===== src/rtl/top_cdt_pkg.sv =====
// rtl/top_cdt_pkg.sv - shared Top CDT trigger constants and helpers
package top_cdt_pkg;

  localparam int NTYPE_DEFAULT = 4;

  localparam int TRIG_DELTA = 0;
  localparam int TRIG_ET    = 1;
  localparam int TRIG_VETO  = 2;
  localparam int TRIG_CLK   = 3;

  localparam logic [31:0] CNT_MAX = 32'hFFFF_FFFF;

  // Run counters stick at CNT_MAX instead of wrapping.
  function automatic logic [31:0] sat_inc(input logic [31:0] v, input logic en);
    return (en && (v != CNT_MAX)) ? v + 32'd1 : v;
  endfunction

endpackage


===== src/rtl/trig_prescaler.sv =====
// rtl/trig_prescaler.sv - per-type request prescaler
module trig_prescaler #(
  parameter int PS_W = 16
) (
  input  logic            clk,
  input  logic            rst,
  input  logic            clr,
  input  logic            req,
  input  logic            hold,
  input  logic [PS_W-1:0] prescale,
  output logic            pass,
  output logic            armed
);

  localparam logic [PS_W-1:0] ONE = PS_W'(1);

  logic [PS_W-1:0] cnt_q, cnt_d;
  logic            en;

  // Armed means the next accepted request passes; >= lets a lowered prescale take effect at once.
  always_comb begin
    en    = (prescale != '0);
    armed = en && (cnt_q >= (prescale - ONE));
    pass  = req && !hold && armed;
    cnt_d = cnt_q;
    if (clr) begin
      cnt_d = '0;
    end else if (req && en && !hold) begin
      cnt_d = armed ? '0 : cnt_q + ONE;
    end
  end

  // Request counter register.
  always_ff @(posedge clk or posedge rst) begin
    if (rst) cnt_q <= '0;
    else     cnt_q <= cnt_d;
  end

endmodule


===== src/rtl/trig_lv1a_merge.sv =====
// rtl/trig_lv1a_merge.sv - merges per-type LV1A requests into one deadtime-limited pulse
module trig_lv1a_merge
  import top_cdt_pkg::*;
#(
  parameter int NTYPE = NTYPE_DEFAULT,
  parameter int PS_W  = 16,
  parameter int DT_W  = 9
) (
  input  logic                    clk,
  input  logic                    rst,
  input  logic                    in_live,
  input  logic [NTYPE-1:0]        in_trig,
  input  logic [NTYPE-1:0]        user_ena,
  input  logic [NTYPE*PS_W-1:0]   prescale,
  input  logic [DT_W-1:0]         deadtime,
  output logic                    out_lv1a,
  output logic [NTYPE-1:0]        out_type,
  output logic                    busy,
  output logic [31:0]             ntrig,
  output logic [31:0]             nraw,
  output logic [31:0]             nlost
);

  localparam logic [DT_W-1:0] DT_ONE = DT_W'(1);

  logic [NTYPE-1:0] ps_en, req, pass, armed;
  logic             ps_clr;

  logic             live_q, live_d;
  logic             out_lv1a_q, out_lv1a_d;
  logic [NTYPE-1:0] out_type_q, out_type_d;
  logic [DT_W-1:0]  dt_cnt_q, dt_cnt_d;
  logic             busy_q, busy_d;
  logic [31:0]      ntrig_q, ntrig_d;
  logic [31:0]      nraw_q, nraw_d;
  logic [31:0]      nlost_q, nlost_d;

  logic             live_rise, pass_any, raw_any, lost_any;

  assign ps_clr = ~in_live;

  for (genvar i = 0; i < NTYPE; i++) begin : g_ps
    assign ps_en[i] = (prescale[i*PS_W +: PS_W] != '0);

    trig_prescaler #(.PS_W(PS_W)) u_ps (
      .clk      (clk),
      .rst      (rst),
      .clr      (ps_clr),
      .req      (req[i]),
      .hold     (busy_q),
      .prescale (prescale[i*PS_W +: PS_W]),
      .pass     (pass[i]),
      .armed    (armed[i])
    );
  end

  // Qualify requests, merge passes, run deadtime and counters; a count in the live-rise cycle beats the clear.
  always_comb begin
    req       = in_trig & user_ena & ps_en & {NTYPE{in_live}};
    live_rise = in_live & ~live_q;
    pass_any  = |pass;
    raw_any   = |req;
    lost_any  = busy_q & |(req & armed);

    live_d     = in_live;
    out_lv1a_d = pass_any;

    out_type_d = live_rise ? '0 : out_type_q;
    if (pass_any) out_type_d = pass;

    dt_cnt_d = '0;
    if (in_live) begin
      if (pass_any)              dt_cnt_d = deadtime;
      else if (dt_cnt_q != '0)   dt_cnt_d = dt_cnt_q - DT_ONE;
    end
    busy_d = (dt_cnt_d != '0);

    ntrig_d = sat_inc(live_rise ? 32'd0 : ntrig_q, pass_any);
    nraw_d  = sat_inc(live_rise ? 32'd0 : nraw_q,  raw_any);
    nlost_d = sat_inc(live_rise ? 32'd0 : nlost_q, lost_any);
  end

  // Output and state registers.
  always_ff @(posedge clk or posedge rst) begin
    if (rst) begin
      live_q     <= 1'b0;
      out_lv1a_q <= 1'b0;
      out_type_q <= '0;
      dt_cnt_q   <= '0;
      busy_q     <= 1'b0;
      ntrig_q    <= '0;
      nraw_q     <= '0;
      nlost_q    <= '0;
    end else begin
      live_q     <= live_d;
      out_lv1a_q <= out_lv1a_d;
      out_type_q <= out_type_d;
      dt_cnt_q   <= dt_cnt_d;
      busy_q     <= busy_d;
      ntrig_q    <= ntrig_d;
      nraw_q     <= nraw_d;
      nlost_q    <= nlost_d;
    end
  end

  assign out_lv1a = out_lv1a_q;
  assign out_type = out_type_q;
  assign busy     = busy_q;
  assign ntrig    = ntrig_q;
  assign nraw     = nraw_q;
  assign nlost    = nlost_q;

endmodule

===== config.mk =====
export PLATFORM = sky130hd
export DESIGN_NAME = trig_lv1a_merge
export DESIGN_NICKNAME = d
export VERILOG_FILES = /design/src/rtl/top_cdt_pkg.sv /design/src/rtl/trig_prescaler.sv /design/src/rtl/trig_lv1a_merge.sv
export SDC_FILE = /design/constraint.sdc
export NUM_CORES = 1
export LEC_CHECK = 0
export ABC_AREA = 1
export CAP_MARGIN = 25
export CELL_PAD_IN_SITES_DETAIL_PLACEMENT = 1
export CELL_PAD_IN_SITES_GLOBAL_PLACEMENT = 1
export CORE_MARGIN = 4
export CORE_UTILIZATION = 41
export DETAILED_ROUTE_END_ITERATION = 8
export PLACE_DENSITY_LB_ADDON = 0.12
export SYNTH_ARGS = -nofsm -noshare
export SYNTH_HDL_FRONTEND = slang
export SYNTH_SLANG_ARGS = --single-unit

===== constraint.sdc =====
create_clock -name clk -period 7.12 [get_ports clk]
set_input_delay 1.068 -clock clk [delete_from_list [all_inputs] [get_ports clk]]
set_output_delay 1.068 -clock clk [all_outputs]
set_load 0.02 [all_outputs]

Word-level counts from Yosys, hierarchy flattened
Index checks and enable logic that the tools add are counted.
Word-level totals
  flip-flop bits (word level): 176
  latch bits: 0
  memory bits (writable): 0
  memory bits (read-only): 0
  input port bits: 84
  output and inout bits: 102
  word-level logic and storage cells: 99
  memories kept: 0
Operators by class
  $add $sub $neg: 12
  $mul: 0
  div/mod/pow operators: 0
  order comparisons: 4
  equality and inequality tests: 7
  shifts and indexed selects: 0
  muxes and demuxes: 23
  bitwise logic cells: 7
  reduce and logical (&&, ||, !) cells: 34
Operators with widths (number)
  16-bit 2-to-1 mux: 12
  32-bit 2-to-1 mux: 6
  32-bit by 1-bit adder with 32-bit output (second input constant): 3
  32-bit != test (second input constant): 3
  16-bit by 1-bit adder with 16-bit output (second input constant): 4
  16-bit >= comparator: 4
  16-bit nonzero test: 4
  16-bit by 1-bit subtractor with 16-bit output (second input constant): 4
  9-bit 2-to-1 mux: 3
  1-bit logical AND: 23
  9-bit nonzero test: 2
  4-bit bitwise AND: 4
  4-bit OR reduction: 3
  9-bit by 1-bit subtractor with 9-bit output (second input constant): 1
  4-bit 2-to-1 mux: 2
  2-bit by 1-bit != test with 1-bit output (second input constant): 4
  1-bit bitwise AND: 2
  2-bit nonzero test: 1
  1-bit zero test: 1
  1-bit inverter: 1

Logic depth before layout (Yosys ltp)
  depth in word-level cells: 9
  gate-level depth with buffers: 26
  depth with buffers taken out: 26

Cells and area by module
From an unflattened synthesis, not the netlist that was laid out.
Second synthesis, totals
  cells, all modules: 2525
  area, all modules: 15806.4 µm²
By module, submodules not included
  trig_lv1a_merge: times used 1, cells an instance 1441, area each 8684.6 µm², sequential area each 2802.7 µm²
  trig_prescaler: times used 4, cells an instance 271, area each 1780.5 µm², sequential area each 400.4 µm²

Least setup slack after synthesis
OpenSTA, ideal clock, no wires.
  kind: input to register
  from: input prescale[2]
  to: register nlost_q[17] (netlist: nlost[17])
  setup time: 0.066 ns
  data arrival time: 4.100 ns
  required time: 7.054 ns
  setup slack: 2.954 ns
  stages on the path: 21
  path buffers: 2
  cell sequence: inv_1 > nand3_1 > nor3_1 > nand2_1 > nor3_1 > nand2_1 > nor3_1 > nand2_1 > xor2_1 > ha_1 > nand2_1 > nor4_1 > nand2_1 > nand2_1 > inv_1 > o22ai_1 > or2_2 > buf_2 > buf_1 > nand3_1 > nand2_1
On the way
  word-level cells in the longest chain between the ends: 8
  elaborated cells on any way between the ends: 11
  classes of those cells: 1 x add/sub; 1 x order compare; 1 x mux; 4 x bitwise; 4 x reduce/logical
Ends and longest elaborated chain
  start, declared: RTL line trig_lv1a_merge.sv:14  | input logic [NTYPE*PS_W-1:0] prescale,
  16-bit by 1-bit subtractor with 16-bit output or 16-bit nonzero test (tied branches): RTL line trig_prescaler.sv:23, trig_prescaler.sv:22, trig_lv1a_merge.sv:43
  16-bit >= comparator or 4-bit bitwise AND (tied branches): RTL line trig_prescaler.sv:23, trig_lv1a_merge.sv:59
  1-bit logical AND or 4-bit bitwise AND (tied branches): RTL line trig_prescaler.sv:23, trig_lv1a_merge.sv:59
  4-bit bitwise AND (*): RTL line trig_lv1a_merge.sv:63  | lost_any = busy_q & |(req & armed);
  4-bit OR reduction (*): RTL line trig_lv1a_merge.sv:63
  1-bit bitwise AND (*): RTL line trig_lv1a_merge.sv:63
  1-bit logical AND (*): RTL line top_cdt_pkg.sv:15  | return (en && (v != CNT_MAX)) ? v + 32'd1 : v;
  32-bit 2-to-1 mux (*): RTL line top_cdt_pkg.sv:15
  net nlost_d[17]: RTL line trig_lv1a_merge.sv:36  | logic [31:0] nlost_q, nlost_d;
  end signal, assigned: RTL line trig_lv1a_merge.sv:102  | nlost_q <= nlost_d;
  end, declared: RTL line trig_lv1a_merge.sv:36
Mark *: on every way through the listed nets, which the timed path passes. The rest lies on a longest branch.
A chain may end at the register's enable or synchronous reset.

Worst setup path in the final report
  from: input prescale[2]
  to: register nlost_q[0] (netlist: nlost[0])
Same word-level chain as after synthesis.

==> results.json <==
{
  "run_status": "completed",
  "r2r-end": "ntrig[20]",
  "grt_pass1_vias": 13611,
  "fin_tns_setup_ns": 0,
  "areaGrowthSynthToFinish_pct": 20.3,
  "gp_congestion": 0.866,
  "grt_max_degree": 124,
  "cts-buffers-inserted": 17,
  "syn-cell-area_um2": 13700,
  "cp_max_fo": 36,
  "synth_common_cells": "nand2_1 (459), inv_1 (272), nor2_1 (237)",
  "cts_tree": "built",
  "slowest_delay_ns": 0.56,
  "clk_latency_ns": 0.44,
  "seq_area_um2": 4400,
  "cts_max_path_buffers": 2,
  "avgSynthCellArea_um2": 7.15,
  "worstPathCellList": "clkdlybuf4s50_1 -> inv_1 -> nand3_1 -> nor3_1 -> nand2_1 -> nor3_1 -> nand2_1 -> nor3_1 -> nand2_1 -> xor2_1 -> ha_1 -> nand2_1 -> nor4_1 -> nand2_1 -> nand2_1 -> inv_1 -> o22ai_1 -> or2_2 -> nand2_4 -> xor2_1",
  "antenna_left": 0,
  "synth_compound_area_frac": 0.0640,
  "clockRootBuffer": "clkbuf_16",
  "skew_ns": 0.0151,
  "crit_buf_inv": 3,
  "cts-htree-levels": 4,
  "crit_cells": 20,
  "cp.required_ns": 7.42,
  "via_count": 13036,
  "core_area_um2": 32800,
  "end_kind": "flip-flop",
  "syn_nets": 2079,
  "grt_pass1_wl_um": 67100,
  "synthFlopType": "dfrtp_1",
  "dr.pass1.iters": 7,
  "wl_per_cell_um": 15.9,
  "cp_top_family": "simple AND/OR/NAND/NOR gates",
  "slew_violations": 0,
  "drive_gt1_frac": 0.0608,
  "placed_area_um2": 15900,
  "critical_path.most_common_cell": "nand2_1",
  "period_needed_ns": 5.22,
  "cts_resized": 0,
  "async_flop_share": 1.00,
  "fmax_ghz": 0.192,
  "io_pins": 186,
  "die_x_um": 191,
  "synth.distinct_cells": 53,
  "layout.nets": 2255,
  "multi_input_comb_area_um2": 8000,
  "numClockSinks": 176,
  "synth-simple-area-share": 0.347,
  "timing.final.hold_violations": 0,
  "cp-start-kind": "primary input",
  "syn_inst": 1919,
  "synthXorXnorAreaFrac": 0.102,
  "power_density_nw_per_um2": 154,
  "cts_hold_buf": 0,
  "synth_seq_cells": 176,
  "fill_cells": 4256,
  "critical_path.endpoint": "nlost[0]",
  "hpwlAfterDp_um": 32100,
  "r2r_start": "live_q",
  "path_clk_slew_ns": 0.07,
  "synth_edf_count": 0,
  "slew_headroom": 0.381,
  "port_buffers": 185,
  "rsz0062_at_grt": "no",
  "max-vdd-ir-drop_mv": 0.164,
  "core.rowCount": 66,
  "yosys_warnings": 0,
  "routed_wl_um": 40600,
  "path_class": "primary input to flip-flop",
  "grt_use_total": 0.223,
  "yosysTopAreaCellShare": 0.321,
  "design_area_um2": 16500,
  "die_area_um2": 36500,
  "crit_path_start": "prescale[2]",
  "grt_remaining_overflow": 0,
  "setup_viol": 0,
  "initial_core_util": 0.419,
  "viasPerCell": 5.12,
  "synthMuxAreaShare": 0,
  "arrival_ns": 5.52,
  "drt_first_iter_violations": 537,
  "synth_fa_ha_area_frac": 0.0693,
  "die_h_um": 191,
  "yosys.area.top_type": "dfrtp_1",
  "synth_top_family_by_area": "simple AND/OR/NAND/NOR gates",
  "slowest_stage": "or2_2",
  "route.detailed.drc": 0,
  "postCtsSetupBuffers": 0,
  "n_antenna_cell": 0,
  "min_path_type": "flip-flop to flip-flop",
  "yosysSeqAreaShare": 0.321,
  "yosysMostFrequentCell": "nand2_1",
  "synth_area_leaders": "dfrtp_1 (32%), nand2_1 (13%), inv_1 (7.4%)",
  "maxCapViolations": 0,
  "reg2reg_depth": 18,
  "holdWs_ns": 0.548,
  "finalCritPeriodShare": 0.733,
  "cellLeakagePower_uw": 0.00738,
  "worst-slew-pin-transition_ns": 0.928,
  "r2r_slack_ns": 3.65,
  "antenna_found_initial": 0
}
placed cells by master, fill, tap and decap left out, drive strengths merged, types with 3 or more instances in the layout:
master	instances
a31oi	3
o32ai	3
o21ai	62
or2	8
inv	285
clkdlybuf4s50	185
o31ai	3
nor3	88
a21oi	40
ha	76
o21bai	6
nand3b	7
nor4	20
xnor2	66
nor3b	5
o22ai	21
clkinvlp	3
a32o	3
nand4	36
dfrtp	176
clkbuf	17
clkinv	3
and3	3
xor2	93
nor2	271
nand2	477
o21a	3
buf	7
nand3	125
routing by layer:
layer	global-route usage	wire length, µm
met2	0.410	20600
met5	0	0
met3	0.0305	1420
met4	0.0450	595
met1	0.279	18000
power by group:
| part | leakage (µW) | switching, µW | total [µW] | internal, µW |
|---|---|---|---|---|
| Clock | 0.000276 | 444 | 967 | 523 |
| Sequential | 0.00244 | 34.4 | 1070 | 1040 |
| Combinational | 0.00466 | 311 | 507 | 195 |
layout make-up:
| class | instances | share of cell area |
|---|---|---|
| inverters | 280 | 0.0641 |
| multi-input cells | 1428 | 0.485 |
| flip-flops and latches | 176 | 0.267 |
| clock inverters | 13 | 0.00933 |
| well taps | 442 | 0.0335 |
| clock buffers | 17 | 0.0258 |
| repair buffers | 192 | 0.115 |
per-stage QoR:
stage / setup slack [ns] / total power (µW) / util / cells
4_1_cts: 1.87 / 2580 / 0.503 / 2548
2_1_floorplan: 1.28 / 1420 / - / 1919
5_1_grt: 1.50 / 2690 / 0.503 / 2548
3_3_place_gp: 1.60 / 1580 / 0.486 / 2518
6_report: 1.90 / 2540 / 0.503 / 2548
3_5_place_dp: 1.41 / 1600 / 0.486 / 2518
registers in the layout, indices dropped and copies added (netlist names):
register / cells
g_ps.u_ps.cnt_q: 64
busy: 1
nraw: 32
ntrig: 32
dt_cnt_q: 9
nlost: 32
out_lv1a: 1
out_type: 4
live_q: 1
worst min-delay path by stage:
stage                               start                    end  slack (ns)  cells past startpoint
finish                          nlost[28]              nlost[28]        0.55                      2
global route                  out_type[3]            out_type[3]        0.59                      2
CTS                             nlost[28]              nlost[28]        0.56                      2
detailed placement              nlost[28]              nlost[28]        0.54                      2
global placement                nlost[28]              nlost[28]        0.52                      2
floorplan           g_ps[1].u_ps.cnt_q[5]  g_ps[1].u_ps.cnt_q[5]        0.50                      2
kinds of logic after synthesis:
family | count (synthesis)
AND/OR/NAND/NOR | 1042
buffers and inverters | 315
flip-flops | 176
XOR/XNOR | 159
AO/OA/AOI/OAI | 151
adder cells (fa/ha/maj) | 76
worst register-to-register path: stages, from the launching register on:
cell and delay [ns]:
dfrtp_1 0.40, inv_2 0.08, nand2_8 0.29, nand2_2 0.21
inv_1 0.10, ha_1 0.18, inv_1 0.10, nor3_4 0.28
nand2_2 0.17, nor2_4 0.17, nand2_2 0.10, nor2_1 0.11
nand3_1 0.16, nor3_2 0.29, nand2_1 0.11, nand2_2 0.39
nor2_1 0.09, nand2_1 0.07, nand2_1 0.05
(Power assumes the default switching activity.)
